$ cat config.mk
export PLATFORM = sky130hd
export DESIGN_NAME = reg_file_param
export DESIGN_NICKNAME = d
export VERILOG_FILES = /design/src/rtl/reg_file_param.sv
export SDC_FILE = /design/constraint.sdc
export NUM_CORES = 1
export LEC_CHECK = 0
export ABC_AREA = 1
export BUFFER_PORTS_ARGS = -buffer_cell sky130_fd_sc_hd__buf_2
export CELL_PAD_IN_SITES_DETAIL_PLACEMENT = 1
export CELL_PAD_IN_SITES_GLOBAL_PLACEMENT = 2
export CORE_MARGIN = 1
export CORE_UTILIZATION = 35
export CTS_BUF_LIST = sky130_fd_sc_hd__clkbuf_16
export DETAILED_ROUTE_END_ITERATION = 8
export HOLD_SLACK_MARGIN = 0.08
export PLACE_DENSITY_LB_ADDON = 0.1
export SYNTH_ARGS = -nofsm -noshare
export SYNTH_HDL_FRONTEND = slang
export SYNTH_SLANG_ARGS = --single-unit
$ cat constraint.sdc
create_clock -name clk -period 9.6 [get_ports clk]
set_input_delay 0.48 -clock clk [delete_from_list [all_inputs] [get_ports clk]]
set_output_delay 0.48 -clock clk [all_outputs]
set_load 0.05 [all_outputs]
$ cat src/rtl/reg_file_param.sv
// Parametrised register file with two async read ports and a shared write
// path: memory loads win, colliding register ops wait in a one-entry buffer.
module reg_file_param #(
  parameter int DATA_W   = 8,
  parameter int NUM_REGS = 16,
  parameter int AW       = $clog2(NUM_REGS),
  parameter int ZERO_REG = 0
) (
  input  logic              clk,
  input  logic              reset,
  input  logic              op_valid,
  input  logic [3:0]        op,
  input  logic [AW-1:0]     dst,
  input  logic [AW-1:0]     src,
  input  logic [3:0]        imm,
  input  logic [AW-1:0]     rd_addr_a,
  output logic [DATA_W-1:0] rd_data_a,
  input  logic [AW-1:0]     rd_addr_b,
  output logic [DATA_W-1:0] rd_data_b,
  input  logic              ld_valid,
  input  logic [AW-1:0]     ld_dst,
  input  logic [DATA_W-1:0] ld_data,
  output logic              stall,
  output logic              z_flag,
  output logic              br_taken
);

  typedef enum logic [3:0] {
    OP_NOP, OP_MOV, OP_INC, OP_DEC,
    OP_VLO, OP_VHI, OP_SHLI, OP_SETB,
    OP_FLIPB, OP_FSHL, OP_FSHR, OP_BIZ,
    OP_BNZ
  } op_e;

  logic [DATA_W-1:0] regs [NUM_REGS];

  logic          hold_valid;
  logic [3:0]    hold_op;
  logic [AW-1:0] hold_dst;
  logic [AW-1:0] hold_src;
  logic [3:0]    hold_imm;

  logic          p_valid;
  op_e           p_op;
  logic [AW-1:0] p_dst;
  logic [AW-1:0] p_src;
  logic [3:0]    p_imm;
  logic          p_write;
  logic          exec;
  logic          capture;
  logic          hold_nxt;
  logic          sh_ok;
  logic          is_zop;
  logic          is_br;
  logic          br_val;

  logic [DATA_W-1:0]   opa;
  logic [DATA_W-1:0]   opb;
  logic [DATA_W-1:0]   imm_w;
  logic [DATA_W-1:0]   mask;
  logic [DATA_W-1:0]   res;
  logic [2*DATA_W-1:0] fl;
  logic [2*DATA_W-1:0] fr;

  function automatic logic zr(input logic [AW-1:0] a);
    return (ZERO_REG != 0) && (a == '0);
  endfunction

  function automatic logic [DATA_W-1:0] rd(input logic [AW-1:0] a);
    if (zr(a)) return '0;
    return regs[a];
  endfunction

  assign rd_data_a = rd(rd_addr_a);
  assign rd_data_b = rd(rd_addr_b);
  assign stall     = hold_valid;

  // A full hold buffer masks the decoder input entirely.
  always_comb begin
    p_valid = hold_valid | op_valid;
    p_op    = op_e'(hold_valid ? hold_op : op);
    p_dst   = hold_valid ? hold_dst : dst;
    p_src   = hold_valid ? hold_src : src;
    p_imm   = hold_valid ? hold_imm : imm;
    p_write = p_valid && (p_op != OP_NOP) && (p_op <= OP_FSHR);
    exec    = p_valid && !(ld_valid && p_write);
    capture = !hold_valid && op_valid && ld_valid && p_write;
    hold_nxt = hold_valid ? ld_valid : capture;
  end

  always_comb begin
    opa   = rd(p_dst);
    opb   = rd(p_src);
    sh_ok = int'(p_imm) < DATA_W;
    imm_w = DATA_W'(p_imm);
    mask  = DATA_W'(1) << p_imm;
    fl    = {opa, opb} << p_imm;
    fr    = {opb, opa} >> p_imm;
    res   = opa;
    unique case (p_op)
      OP_MOV:   res = (p_src == p_dst) ? '0 : opb;
      OP_INC:   res = opb + DATA_W'(1);
      OP_DEC:   res = opb - DATA_W'(1);
      OP_VLO:   res = (opa & ~DATA_W'(15)) | imm_w;
      OP_VHI:   res = (opa & ~(DATA_W'(15) << 4)) | (imm_w << 4);
      OP_SHLI:  res = {opa[DATA_W-5:0], p_imm};
      OP_SETB:  if (sh_ok) res = opa | mask;
      OP_FLIPB: if (sh_ok) res = opa ^ mask;
      OP_FSHL:  if (sh_ok) res = fl[2*DATA_W-1:DATA_W];
      OP_FSHR:  if (sh_ok) res = fr[DATA_W-1:0];
      default:  res = opa;
    endcase
    is_zop = (p_op == OP_MOV) || (p_op == OP_INC) || (p_op == OP_DEC);
    is_br  = (p_op == OP_BIZ) || (p_op == OP_BNZ);
    br_val = (p_op == OP_BIZ) ? (opb == '0) : (opb != '0);
  end

  always_ff @(posedge clk or posedge reset) begin
    if (reset) begin
      for (int i = 0; i < NUM_REGS; i++) regs[i] <= '0;
      hold_valid <= 1'b0;
      hold_op    <= '0;
      hold_dst   <= '0;
      hold_src   <= '0;
      hold_imm   <= '0;
      z_flag     <= 1'b0;
      br_taken   <= 1'b0;
    end else begin
      if (ld_valid && !zr(ld_dst)) regs[ld_dst] <= ld_data;
      if (exec && p_write && !zr(p_dst)) regs[p_dst] <= res;
      if (exec && is_zop) z_flag <= (res == '0);
      br_taken   <= exec && is_br && br_val;
      hold_valid <= hold_nxt;
      if (capture) begin
        hold_op  <= op;
        hold_dst <= dst;
        hold_src <= src;
        hold_imm <= imm;
      end
    end
  end

endmodule

======== Yosys cells after proc, flatten, opt, wreduce, memory -nomap -nowiden ========
Cells that the tools add are included.
cells by class
  equal/unequal tests ..................... 13
  mux-type cells .......................... 32
  $lt $le $gt $ge ......................... 9
  shift operators ......................... 3
  bitwise operators ....................... 10
  add/subtract/negate cells ............... 2
  reduce and logical (&&, ||, !) cells .... 22
operators by type and width
  cell                                                                   number
  128-bit bitwise mux                                                    2
  128-bit two-way mux                                                    2
  8-bit binary-select mux with 4-bit select                              4
  8-bit two-way mux                                                      15
  8-bit case mux with 10 select lines                                    1
  8-bit demux with 4-bit select                                          2
  5-bit >= comparator, second input constant                             5
  4-bit NOT with 5-bit output                                            5
  4-bit equality test, second input constant                             5
  4-bit by 3-bit equality test with 1-bit output, second input constant  4
  8-bit logical NOT                                                      2
  4-bit two-way mux                                                      4
  16-bit by 4-bit left shift with 16-bit output                          1
  16-bit by 4-bit right shift with 8-bit output                          1
  1-bit logical AND                                                      13
  5-bit by 1-bit < comparator with 1-bit output, second input constant   2
  8-bit by 1-bit adder with 8-bit output, second input constant          1
  4-bit by 2-bit equality test with 1-bit output, second input constant  2
  4-bit by 8-bit bitwise OR with 8-bit output                            1
  8-bit by 4-bit bitwise OR with 8-bit output                            1
  8-bit bitwise OR                                                       1
  8-bit nonzero test                                                     1
  1-bit by 4-bit left shift with 8-bit output, first input constant      1
  8-bit by 1-bit subtractor with 8-bit output, second input constant     1
  10 further kinds                                                       14
word-level totals
  input bits .............................. 40
  output and inout port bits .............. 19
  bits in registers ....................... 147
  logic and storage cells ................. 114

======== Depth between registers and ports, before layout ========
  depth after elaboration ................. 10
  depth in mapped cells ................... 28
  mapped depth without buffers ............ 26

======== Least setup slack after synthesis ========
Ideal clock, no wire load.
  path kind ............................... register to register
  start ................................... register hold_valid (netlist: stall)
  end ..................................... register regs[118] in the netlist's numbering
  data required time ...................... 9469 ps
  clock period less this slack ............ 3768 ps
  stages on the path, launching flop included .. 26
  library setup time ...................... 131 ps
  arrival time ............................ 3637 ps
  slack ................................... 5832 ps
  cells stage by stage .................... dfrtp_1 buf_6 buf_8 nand2_1 o21ai_4 inv_2 buf_2 nand3_1 nand3_1 nand2_1 inv_1 fa_1 nand2_1 inv_1 o21ai_0 a21boi_0 o21a_1 nor2_1 nand2_1 nand3_1 o211ai_1 nor2_1 nand3_1 nand2_2 buf_2 a21oi_1
between the ends
  cells in the longest elaborated chain, start to end .. 10
  elaborated cells on any way between the ends .. 55
RTL lines
  element                                                                              RTL line  source
  start: declaration                                                                   37        logic hold_valid;
  start signal: assignment                                                             133       hold_valid <= hold_nxt;
  branches (longest 9 deep; another with 8-bit by 1-bit subtractor with 8-bit output)  n/a
  128-bit two-way mux (*)                                                              130       if (exec && p_write && !zr(p_dst)) regs[p_dst] <= res;
  end signal: indexed assignment                                                       129       if (ld_valid && !zr(ld_dst)) regs[ld_dst] <= ld_data;
  end signal: indexed assignment                                                       130
  end: declaration                                                                     35        logic [DATA_W-1:0] regs [NUM_REGS];
Mark *: on every way between the ends. The select of a mux whose other input is x is not followed.
A chain may end at the register's enable or synchronous reset.

======== Worst setup path in the final report ========
  start ................................... register hold_valid (netlist: stall)
  end ..................................... register regs[92] in the netlist's numbering
Same word-level chain as after synthesis.

==> metrics.md <==
| Metric | Value |
|---|---|
| Multi-input gate area | `9090 um2` |
| Post-synthesis average cell area | `5.97 um2` |
| Synth Register Bits | `147` |
| Skew final | `14.5 ps` |
| Critical path endpoint category | `register` |
| Hold Path Class | `in2reg` |
| Seq/Total Area, Yosys | `25.7%` |
| Final Critical Period | `5970 ps` |
| Yosys cell types | `56` |
| Die X-Extent | `204 um` |
| Worst endpoint data arrival time | `6310 ps` |
| Worst slew margin | `11.9%` |
| Fin nets | `2408` |
| Total grt overflow | `0` |
| # fillers | `5404` |
| RePlAce Congestion | `0.960` |
| Asr flop ratio synth | `100%` |
| Vias in the first global route | `16600` |
| DRC viols | `0` |
| Pin count of the biggest net entering global routing | `88` |
| DP Wirelength | `56.5 mm` |
| WL/cell | `27.5 um` |
| Routed WL | `79.5 mm` |
| P&R area growth vs syn | `8.09%` |
| Antenna Nets Post-Route | `0` |
| Worst skew pair latency | `450 ps` |
| Iter 0 DRT Violations | `2029` |
| Core Area | `40000 um2` |
| Fin. Hold Viols | `0` |
| Worst Path Required | `9940 ps` |
| Io pins | `59` |
| Critical Path Source Type | `register` |
| Initial Util | `35.7%` |
| Worst path max stage delay | `650 ps` |
| Predominant post-synthesis flop cell | `dfrtp_1` |
| Via count | `17600` |
| Syn nets | `2448` |
| Mapped Cells | `2393` |
| CTS tree | `built` |
| Critical path class | `reg2reg` |
| Inserted Clock Buffers | `17` |
| Setup TNS | `0 ps` |
| H-tree Lvls | `4` |
| Chip Height | `204 um` |
| Std-Cell Rows | `73` |
| Clock slew at reported path FFs | `80 ps` |
| Register area | `3680 um2` |
| Max-Cap Viols | `0` |
| Slew at the pin with the worst max-slew slack | `1320 ps` |
| Longest Clk Path Bufs | `2` |
| Port bufs | `58` |
| Layout cells sized above 1 | `9.85%` |
| Tot GR Track Use | `38.5%` |
| CP max-delay cell | `dfrtp_1` |
| Setup Buffers After CTS | `0` |
| Maximum VDD drop | `0.171 mV` |
| Final Setup Violations | `0` |
| Antenna violations before repair | `2` |
| Mapped Area | `14300 um2` |
| Status | `completed` |
| Drt first pass iters | `5` |
| Delay-heaviest family, CP | `simple AND/OR/NAND/NOR gates` |
| Root buf cell | `clkbuf_16` |
| Crit Path Max Fanout | `54` |
| Clock sink count | `147` |
| Buf/Inv on CP | `7` |
| Power per cell area | `350 nW/um2` |
| Synth Warn # | `0` |
| DR vias/cell | `6.08` |
| Fmax | `167 MHz` |
| First-pass GRT wire length | `116 mm` |
| Leak | `7.28 nW` |
| Die area | `41600 um2` |
| Part of the cycle the worst path needs | `62.2%` |
| Final hold slack | `289 ps` |
| Number of enable flip-flop cells after synthesis | `0` |
| Slew Limit Fails | `0` |
| RSZ-0062 raised after global routing | `no` |
[final cells by class]
| cell class | instances | share of cell area [%] |
|---|---|---|
| multi-input cells | 1883 | 58.9 |
| inverters | 211 | 5.16 |
| well taps | 525 | 4.25 |
| clock buffers | 17 | 2.75 |
| flip-flops and latches | 147 | 23.8 |
| repair buffers | 93 | 3.63 |
| diodes | 2 | 0.0324 |
| clock inverters | 15 | 1.47 |
[registers in the layout, summed over array words and instances (netlist names)]
register	cells
z_flag	1
hold_dst	4
br_taken	1
regs	128
hold_src	4
stall	1
hold_op	4
hold_imm	4
[Yosys cell counts (2+ instances only)]
| cell type | n | area (um2) |
|---|---|---|
| nor3_2 | 2 | 20.0 |
| nor3_1 | 5 | 25.0 |
| a21oi_1 | 195 | 976 |
| xor2_1 | 2 | 17.5 |
| nand3b_1 | 8 | 60.1 |
| ha_1 | 14 | 175 |
| nand2_4 | 2 | 22.5 |
| clkbuf_1 | 77 | 289 |
| xnor2_1 | 2 | 17.5 |
| o221ai_1 | 28 | 245 |
| clkinv_1 | 4 | 15.0 |
| nand4_1 | 4 | 25.0 |
| buf_2 | 45 | 225 |
| nor2_1 | 104 | 390 |
| nor4_1 | 2 | 12.5 |
| buf_6 | 12 | 135 |
| o211ai_1 | 11 | 82.6 |
| nand2_1 | 757 | 2840 |
| inv_2 | 21 | 78.8 |
| o22ai_1 | 10 | 62.6 |
| nor2_2 | 9 | 56.3 |
| nand3_1 | 265 | 1330 |
| a211oi_1 | 16 | 120 |
| o21ai_1 | 61 | 305 |
| a21oi_2 | 5 | 43.8 |
| o21ai_2 | 16 | 140 |
| dfrtp_1 | 147 | 3680 |
| buf_4 | 5 | 37.5 |
| nor2_4 | 5 | 56.3 |
| nand2_2 | 18 | 113 |
| o21ai_0 | 300 | 1500 |
| mux2_2 | 18 | 203 |
| or2_2 | 3 | 18.8 |
| o21ai_4 | 2 | 32.5 |
| buf_1 | 11 | 41.3 |
| inv_1 | 186 | 698 |
| a22oi_1 | 2 | 15.0 |
[what timing repair did]
action / in CTS / in global routing
hold buffers: 1 / 0
gates resized for setup: 0 / 0
hold endpoints to repair: 44 / 0
[metal layers]
metal	global-route usage, %	routed length, um	part of all wire, %
met1	54.5	35300	44
met2	57.5	34000	43
met3	5.74	6610	8.3
met4	17.1	3590	4.5
met5	0	13	0.016
[stage by stage]
stage / util, % / cells / setup WS, ps / power [mW] / instance area [um2]
final: 38.6 / 2893 / 3630 / 5.41 / 15400
after global routing: 38.6 / 2891 / 3260 / 5.74 / 15400
after CTS: 38.6 / 2891 / 3800 / 5.31 / 15400
after detailed placement: 36.9 / 2858 / 3830 / 4.50 / 14800
after global placement: 36.9 / 2858 / 3950 / 4.44 / 14800
after floorplan: - / 2393 / 5170 / 3.33 / 14300
[kinds of logic (layout without fill, tap and decap cells)]
kind of cell | Yosys count | after routing | synth area share (%)
adders and majority gates | 15 | 15 | 1.37
AOI/OAI and AO/OA | 654 | 654 | 25.1
xor gates and xnor gates | 4 | 4 | 0.245
muxes | 19 | 19 | 1.49
DFF | 147 | 147 | 25.7
and+or+nand+nor | 1191 | 1191 | 35.2
other | 0 | 2 | 0
buffers and inverters | 363 | 336 | 10.8
[cells in the final DEF (no fill, tap or decap), drive strengths merged, types with 17 or more instances in the layout]
cell / netlist / final
buf: 74 / 92
dfrtp: 147 / 147
nand2: 777 / 777
o221ai: 28 / 28
mux2: 18 / 18
nand3: 267 / 267
nor2: 118 / 118
inv: 207 / 212
o21ai: 379 / 379
clkbuf: 78 / 17
a21oi: 200 / 200
[where the power goes]
part | total (mW) | internal, mW | switching, mW
Clock | 0.788 | 0.466 | 0.322
Combinational | 3.33 | 0.898 | 2.43
Sequential | 1.29 | 0.920 | 0.370
Total | 5.41 | 2.28 | 3.12
[worst paths after layout]
path                               end         from  cells past startpoint  slack, ps
min in group asynchronous     br_taken        reset                      3        590
max in group asynchronous     regs[86]        reset                      5       7040
max reg2reg                   regs[92]        stall                     26       3630
min                         hold_op[0]        op[0]                      2        290
min reg2reg                hold_src[3]  hold_src[3]                      2        490
max                           regs[92]        stall                     26       3630
Power figures use the tool's default switching activity.
